--- src/rtl/byte_seq_pkg.sv ---
// rtl/byte_seq_pkg.sv - state encoding and size helpers for the byte sequencer
package byte_seq_pkg;

    localparam logic [1:0] ST_IDLE  = 2'd0;
    localparam logic [1:0] ST_LOAD  = 2'd1;
    localparam logic [1:0] ST_EXEC  = 2'd2;
    localparam logic [1:0] ST_DRAIN = 2'd3;

    localparam int DEFAULT_TIMEOUT = 255;

    // Bytes per transaction from its log2
    function automatic int bytes_of(input int log2_bytes);
        return 1 << log2_bytes;
    endfunction

    // One shared index register serves both the load and the drain phases
    function automatic int idx_width(input int log2_in, input int log2_out);
        int m;
        m = (log2_in > log2_out) ? log2_in : log2_out;
        return (m < 1) ? 1 : m;
    endfunction

endpackage

--- src/rtl/byte_seq_timer.sv ---
// rtl/byte_seq_timer.sv - clear/enable idle counter that flags expiry at LIMIT idle cycles
module byte_seq_timer #(
    parameter int LIMIT = 255
) (
    input  logic clk,
    input  logic rst_n,
    input  logic clr,
    input  logic en,
    output logic expire
);

    localparam int W = (LIMIT < 2) ? 1 : $clog2(LIMIT + 1);

    logic [W-1:0] count_q;
    logic [W-1:0] count_d;

    // Expiry is taken from the registered count only, so it never depends on clr
    assign expire = en && (count_q == W'(LIMIT - 1));

    // Clear wins over counting; the count parks at expiry until cleared
    always_comb begin
        count_d = count_q;
        if (clr) begin
            count_d = '0;
        end else if (en && !expire) begin
            count_d = count_q + 1'b1;
        end
    end

    // Count register
    always_ff @(posedge clk or negedge rst_n) begin
        if (!rst_n) begin
            count_q <= '0;
        end else begin
            count_q <= count_d;
        end
    end

endmodule

--- src/rtl/byte_seq_ctrl.sv ---
// rtl/byte_seq_ctrl.sv - byte-serial operand gather / result drain sequencer (watchdog under BYTE_SEQ_TIMEOUT_EN)
module byte_seq_ctrl
    import byte_seq_pkg::*;
#(
    parameter int LOG2_BYTES_IN  = 3,
    parameter int LOG2_BYTES_OUT = 2,
    parameter int TIMEOUT        = DEFAULT_TIMEOUT
) (
    input  logic                                  clk,
    input  logic                                  rst_n,
    input  logic [7:0]                            in_data,
    input  logic                                  in_valid,
    output logic                                  in_ready,
    output logic [bytes_of(LOG2_BYTES_IN)*8-1:0]  dp_operand,
    output logic                                  dp_start,
    input  logic                                  dp_done,
    input  logic [bytes_of(LOG2_BYTES_OUT)*8-1:0] dp_result,
    output logic [7:0]                            out_data,
    output logic                                  out_valid,
    input  logic                                  out_ready,
    output logic                                  busy,
    output logic                                  err
);

    localparam int BYTES_IN  = bytes_of(LOG2_BYTES_IN);
    localparam int BYTES_OUT = bytes_of(LOG2_BYTES_OUT);
    localparam int IDX_W     = idx_width(LOG2_BYTES_IN, LOG2_BYTES_OUT);

    localparam logic [IDX_W-1:0] IN_LAST  = IDX_W'(BYTES_IN - 1);
    localparam logic [IDX_W-1:0] OUT_LAST = IDX_W'(BYTES_OUT - 1);

    logic [1:0]             state_q,   state_d;
    logic [IDX_W-1:0]       idx_q,     idx_d;
    logic [BYTES_IN*8-1:0]  operand_q, operand_d;
    logic [BYTES_OUT*8-1:0] result_q,  result_d;
    logic [7:0]             out_data_q, out_data_d;
    logic                   first_q,   first_d;
    logic                   err_q,     err_d;

    logic                   in_fire;
    logic                   out_fire;
    logic                   abort;
    logic                   timeout_abort;
    logic [IDX_W-1:0]       wr_idx;
    logic [IDX_W-1:0]       nxt_idx;

    assign in_fire  = in_valid && in_ready;
    assign out_fire = out_valid && out_ready;

    // A watchdog range below one cycle is meaningless; keep the parameter referenced in both builds
    if (TIMEOUT < 1) begin : g_timeout_below_one
    end

`ifdef BYTE_SEQ_TIMEOUT_EN
    logic tmr_clr;
    logic tmr_en;

    // Any accepted byte or state change restarts the idle count; DRAIN stalls are legal backpressure
    assign tmr_clr = in_fire || (state_d != state_q);
    assign tmr_en  = (state_q == ST_LOAD) || (state_q == ST_EXEC);

    byte_seq_timer #(
        .LIMIT (TIMEOUT)
    ) u_timer (
        .clk    (clk),
        .rst_n  (rst_n),
        .clr    (tmr_clr),
        .en     (tmr_en),
        .expire (abort)
    );
`else
    assign abort = 1'b0;
`endif

    // Real progress in the same cycle beats an expiring watchdog
    assign timeout_abort = abort &&
                           (((state_q == ST_LOAD) && !in_fire) ||
                            ((state_q == ST_EXEC) && !dp_done));

    // State register
    always_ff @(posedge clk or negedge rst_n) begin
        if (!rst_n) begin
            state_q <= ST_IDLE;
        end else begin
            state_q <= state_d;
        end
    end

    // Next-state logic
    always_comb begin
        state_d = state_q;
        case (state_q)
            ST_IDLE: begin
                if (in_fire) begin
                    state_d = (BYTES_IN == 1) ? ST_EXEC : ST_LOAD;
                end
            end
            ST_LOAD: begin
                if (in_fire && (idx_q == IN_LAST)) begin
                    state_d = ST_EXEC;
                end else if (timeout_abort) begin
                    state_d = ST_IDLE;
                end
            end
            ST_EXEC: begin
                if (dp_done) begin
                    state_d = ST_DRAIN;
                end else if (timeout_abort) begin
                    state_d = ST_IDLE;
                end
            end
            ST_DRAIN: begin
                if (out_fire && (idx_q == OUT_LAST)) begin
                    state_d = ST_IDLE;
                end
            end
            default: state_d = ST_IDLE;
        endcase
    end

    // Output decode; out_data comes straight from its register so it is stable under stall
    always_comb begin
        in_ready   = (state_q == ST_IDLE) || (state_q == ST_LOAD);
        busy       = (state_q != ST_IDLE);
        dp_start   = (state_q == ST_EXEC) && first_q;
        out_valid  = (state_q == ST_DRAIN);
        out_data   = out_data_q;
        dp_operand = operand_q;
        err        = err_q;
    end

    // Datapath next values: byte index, operand/result capture and the pre-selected output byte
    always_comb begin
        idx_d      = idx_q;
        operand_d  = operand_q;
        result_d   = result_q;
        out_data_d = out_data_q;
        wr_idx     = (state_q == ST_IDLE) ? '0 : idx_q;
        nxt_idx    = (idx_q + 1'b1) & OUT_LAST;
        first_d    = (state_d == ST_EXEC) && (state_q != ST_EXEC);
        err_d      = timeout_abort;

        case (state_q)
            ST_IDLE, ST_LOAD: begin
                if (in_fire) begin
                    for (int i = 0; i < BYTES_IN; i++) begin
                        if (wr_idx == IDX_W'(i)) begin
                            operand_d[i*8 +: 8] = in_data;
                        end
                    end
                    if ((state_q == ST_IDLE) && (BYTES_IN > 1)) begin
                        idx_d = IDX_W'(1);
                    end else if ((state_q == ST_IDLE) || (idx_q == IN_LAST)) begin
                        idx_d = '0;
                    end else begin
                        idx_d = idx_q + 1'b1;
                    end
                end else if (timeout_abort) begin
                    idx_d = '0;
                end
            end
            ST_EXEC: begin
                if (dp_done) begin
                    result_d   = dp_result;
                    out_data_d = dp_result[7:0];
                    idx_d      = '0;
                end else if (timeout_abort) begin
                    idx_d = '0;
                end
            end
            ST_DRAIN: begin
                if (out_fire) begin
                    idx_d = (idx_q == OUT_LAST) ? '0 : idx_q + 1'b1;
                    for (int i = 0; i < BYTES_OUT; i++) begin
                        if (nxt_idx == IDX_W'(i)) begin
                            out_data_d = result_q[i*8 +: 8];
                        end
                    end
                end
            end
            default: idx_d = '0;
        endcase
    end

    // Datapath registers
    always_ff @(posedge clk or negedge rst_n) begin
        if (!rst_n) begin
            idx_q      <= '0;
            operand_q  <= '0;
            result_q   <= '0;
            out_data_q <= '0;
            first_q    <= 1'b0;
            err_q      <= 1'b0;
        end else begin
            idx_q      <= idx_d;
            operand_q  <= operand_d;
            result_q   <= result_d;
            out_data_q <= out_data_d;
            first_q    <= first_d;
            err_q      <= err_d;
        end
    end

endmodule
--- config.mk ---
export PLATFORM = sky130hd
export DESIGN_NAME = byte_seq_ctrl
export DESIGN_NICKNAME = d
export VERILOG_FILES = /design/src/rtl/byte_seq_pkg.sv /design/src/rtl/byte_seq_timer.sv /design/src/rtl/byte_seq_ctrl.sv
export SDC_FILE = /design/constraint.sdc
export NUM_CORES = 1
export LEC_CHECK = 0
export ABC_AREA = 1
export BUFFER_PORTS_ARGS = -buffer_cell sky130_fd_sc_hd__buf_2
export CAP_MARGIN = 20
export CORE_AREA = 2 2 89 109
export CTS_CLUSTER_DIAMETER = 30
export DETAILED_ROUTE_END_ITERATION = 6
export DIE_AREA = 0 0 91 111
export PLACE_DENSITY = 0.86
export RECOVER_POWER = 25
export SYNTH_ARGS = -nofsm -noshare
export SYNTH_HDL_FRONTEND = slang
export SYNTH_SLANG_ARGS = --single-unit
--- constraint.sdc ---
create_clock -name clk -period 2.1 [get_ports clk]
set_input_delay 0.105 -clock clk [delete_from_list [all_inputs] [get_ports clk]]
set_output_delay 0.105 -clock clk [all_outputs]
set_load 0.1 [all_outputs]
# After elaboration in Yosys (flattened, before gate mapping)
# Cells that the tools add are included.
# totals
regBits	110
latchBits	0
ramBits	0
romBits	0
word_cells	80
memories	0
# op_classes
addsub	1
mul	0
div	0
magnitude_cmp	0
n_eq_ne	21
shift	0
muxes	20
bitwise	0
reduce_logical	25
# op_table
cell	n
$mux W8	6
$reduce_and A3 Y1	9
$mux W3	7
$pmux W8 S2	1
$eq A3 B3 Y1 const B	5
$eq A2 B2 Y1 const B	5
$eq A3 B2 Y1 const B	3
$pmux W3 S3	1
$mux W2	4
$pmux W2 S4	1
$logic_and A1 B1 Y1	6
$logic_not A3 Y1	2
$ne A2 B2 Y1 const B	3
$ne A5 B1 Y1 const B	1
$eq A2 B1 Y1 const B	2
$reduce_and A4 Y1	1
$reduce_bool A2 Y1	2
$add A3 B1 Y3 const B	1
$eq A3 B1 Y1 const B	1
$logic_not A2 Y1	1
$logic_or A1 B1 Y1	2
$ne A2 B1 Y1 const B	1
$reduce_and A2 Y1	1
$reduce_or A2 Y1	1

# Longest topological paths before layout
# logic_depth
depth_word	8
mapped_depth	10

# Least setup slack after synthesis
# Ideal clock, no wire load.
# synth_timing
kind	register -> register
from	register state_q[1]
to	register operand_q[37] (netlist: dp_operand[37])
setup_time_ps	129
arrival_time_ps	1879
required_time_ps	1971
slack_ps	92
path_stages_with_launch	9
path_cell_list	dfrtp_1 -> buf_4 -> inv_4 -> nand2_2 -> o21ai_0 -> nand2_1 -> buf_2 -> nand2_1 -> o21ai_0
# synth_via
elab_chain_len	4
# synth_rtl
element	line_no	rtl
start: declaration	byte_seq_ctrl.sv:32	logic [1:0] state_q, state_d;
start signal: assignment	byte_seq_ctrl.sv:85	state_q <= state_d;
$eq A2 B1 Y1 or $logic_not A2 Y1 (tied branches)	byte_seq_ctrl.sv:123	in_ready = (state_q == ST_IDLE) || (state_q == ST_LOAD);
$logic_or A1 B1 Y1 *	byte_seq_ctrl.sv:123	
net in_ready	byte_seq_ctrl.sv:13	output logic in_ready,
$logic_and A1 B1 Y1 *	byte_seq_ctrl.sv:47	assign in_fire = in_valid && in_ready;
$reduce_and A3 Y1 (no line) *	n/a	
end signal: assignment	byte_seq_ctrl.sv:196	operand_q <= operand_d;
end: declaration	byte_seq_ctrl.sv:34	logic [BYTES_IN*8-1:0] operand_q, operand_d;
# The timed path passes the listed nets; every way through them passes the cells marked *.
# A chain may end at the register's enable or synchronous reset.

# Final worst setup path
# layout_timing
from	register state_q[1]
to	output port out_valid
# layout_via
elab_chain_len	1
# layout_rtl
element	line_no	rtl
$eq A2 B2 Y1	byte_seq_ctrl.sv:126	out_valid = (state_q == ST_DRAIN);
end: declaration	byte_seq_ctrl.sv:19	output logic out_valid,
# Every way passes these cells.

==> out/results.tsv <==
metric	value	unit
outcome	finished clean	
syn2layout_area_growth	29.3	%
cp-endpoint	out_valid	
routedWlPerCell	15.7	um
skew	0.00881	ns
synth-compound-area-share	11.3	%
r2r_start	idx_q[0]	
cts_buffers	9	
clk_pin_slew_worst_paths	0.07	ns
synth_cell_type_count	22	
cp_max_fo	13	
crit_slowest_cell	buf_2	
ys_seq_area_share	59.7	%
grt_max_degree	66	
numPortBuffers	120	
cts_tree	done	
postCtsSetupRepairBufs	0	
final_antenna_net_count	0	
netlist_area	0.00461	mm2
fillers	736	
antenna_found_initial	0	
path_class	flip-flop to output pin	
finalCoreUtilization	65.0	%
synth_fa_ha_area_share	2.17	%
drtPass1Iterations	6	
layout_setup_ws	0.185	ns
hold_start	dp_result[1]	
drt_wl_total	12.6	mm
fin_crit_sh	91.2	%
grt_pass1_vias	4218	
core_area	0.00917	mm2
r2r-end	out_data[6]	
gp_congestion	0.922	
setup_tns	0	ns
rsz0062_at_grt	false	
num_vias	4169	
netlist_instances	524	
clkLatencyLatePin	0.35	ns
gr-usage-all-layers	26.0	%
r2r_slack	0.26	ns
initial_core_util	50.2	%
crit_path_end_kind	output pin	
finalCriticalPeriod	1.91	ns
root_buffer	clkbuf_16	
syn_area_per_cell	8.80	um2
required	2.00	ns
dp_slack	0.135	ns
placed_area	0.00532	mm2
crit_path_cell_trace	nand2_2 -> inv_1 -> buf_2	
synthFlopType	dfrtp_1	
synth_top_family_by_area	simple AND/OR/NAND/NOR gates	
synthSimpleGateAreaFrac	21.3	%
diodes	0	
layout_commonest_cell	nand2_1	
drt_iter0_drc	225	
std_cell_rows	39	
yosysWarningCount	0	
critPathTopFamily	buffers and inverters	
yosys.area.top_type	dfrtp_1	
max-slew-margin-rel	38.9	%
muxShareOfSynthArea	0	%
fin_nets	725	
die_h	111	um
critPathMaxStageDelay	0.50	ns
critPathArrivalTime	1.81	ns
final_cell_mix	186 x nand2_1, 119 x buf_2, 110 x dfrtp_1	
synth_area_leaders	dfrtp_1 60%, nand2_1 15%, o21ai_0 8.8%, nand3_1 3.3%, inv_1 3.0%	
grt_pass1_wl	20.6	mm
final_hold_viol_count	0	
ys_ff_latch	110	
r2r_cells	8	
setup_viol	0	
synthDominantCellAreaShare	59.7	%
worstMarginPinSlew	0.916	ns
synthXorXnorAreaFrac	0	%
via_per_inst	5.21	
cap_viol_max_count	0	
synth_edf_count	0	
die_x	91	um
worstSetupStartpointType	flip-flop	
drc	0	
dieArea	0.0101	mm2
hpwlAfterDp	8.54	mm
drive_above_1_share	23.2	%
io-pin-count	122	
synth-async-reset-ratio	100	%
crit_start	state_q[1]	
worst-path-stages	3	
clock_sinks	110	
min_path_cells	3	
design_area	0.00596	mm2
cts_htree_levels	3	
crit_buf_inv	2	
hold_class	input port to flip-flop	
synthesis.nets	577	
clock.fmax	522	MHz
cts_max_path_buffers	2	
overflow	0	
drv_slew	0	
[cells by family after synthesis]
logic type | Yosys count
AO/OA/AOI/OAI | 104
adder cells (fa/ha/maj) | 8
other | 1
buffers and inverters | 59
flip-flops | 110
AND/OR/NAND/NOR | 242
[what timing repair did]
action,CTS,global route
gates resized for setup,0,1
endpoints found under the hold margin,140,0
endpoints found under the setup margin,0,8
hold buffers,31,0
[cells in the mapped netlist, types with 2 or more instances]
cell and number:
a21oi_1 8, buf_2 13, buf_4 2, clkbuf_1 4, dfrtp_1 110, ha_1 8
inv_1 37, inv_2 2, nand2_1 186, nand2_2 2, nand3_1 30, nor2_1 12
o21ai_0 81, o21ai_1 14, or2_2 8
[metrics by stage]
stage / hold WS, ns / instances
2_1_floorplan: -0.191 / 524
3_3_place_gp: -0.0226 / 753
3_5_place_dp: -0.0186 / 753
4_1_cts: 0.000361 / 800
5_1_grt: 0.0151 / 800
6_report: 0.0200 / 800
[layout make-up]
type	instances	area [um2]	area share (%)
flip-flops and latches	110	2750	46.2
multi-input cells	355	1610	27.1
repair buffers	156	960	16.1
clock buffers	9	225	3.78
well taps	123	154	2.58
inverters	40	153	2.56
clock inverters	7	104	1.74
[registers in the layout, summed over array words and instances (netlist names)]
name        cells
dp_operand     64
state_q         2
first_q         1
out_data        8
idx_q           3
result_q       32
[worst register-to-register path: stages (launching register included)]
cell and delay (ns):
dfrtp_1 0.46, inv_1 0.13, ha_1 0.34, nor2_1 0.17
nand2_1 0.08, nor2_2 0.25, nor2_2 0.15, nand3_1 0.10
nand2_1 0.05
[metal layers]
layer	wire [um]	global-route usage, %	up-vias
met5	0	0	-
li1	-	-	1970
met2	6410	44.9	187
met4	358	10.8	0
met3	957	7.95	33
met1	4870	30.0	1979
[worst min path at each step]
| stage | end | slack [ns] |
|---|---|---|
| 6_report | result_q[1] | 0.02 |
| 2_1_floorplan | dp_operand[0] | -0.19 |
| 4_1_cts | result_q[6] | 0.0004 |
| 3_3_place_gp | result_q[11] | -0.02 |
| 5_1_grt | result_q[6] | 0.02 |
| 3_5_place_dp | result_q[14] | -0.02 |
Power is left out: the tool's default activity adds up to more than one toggle a clock period on the data nets, which glitch-free logic cannot reach.
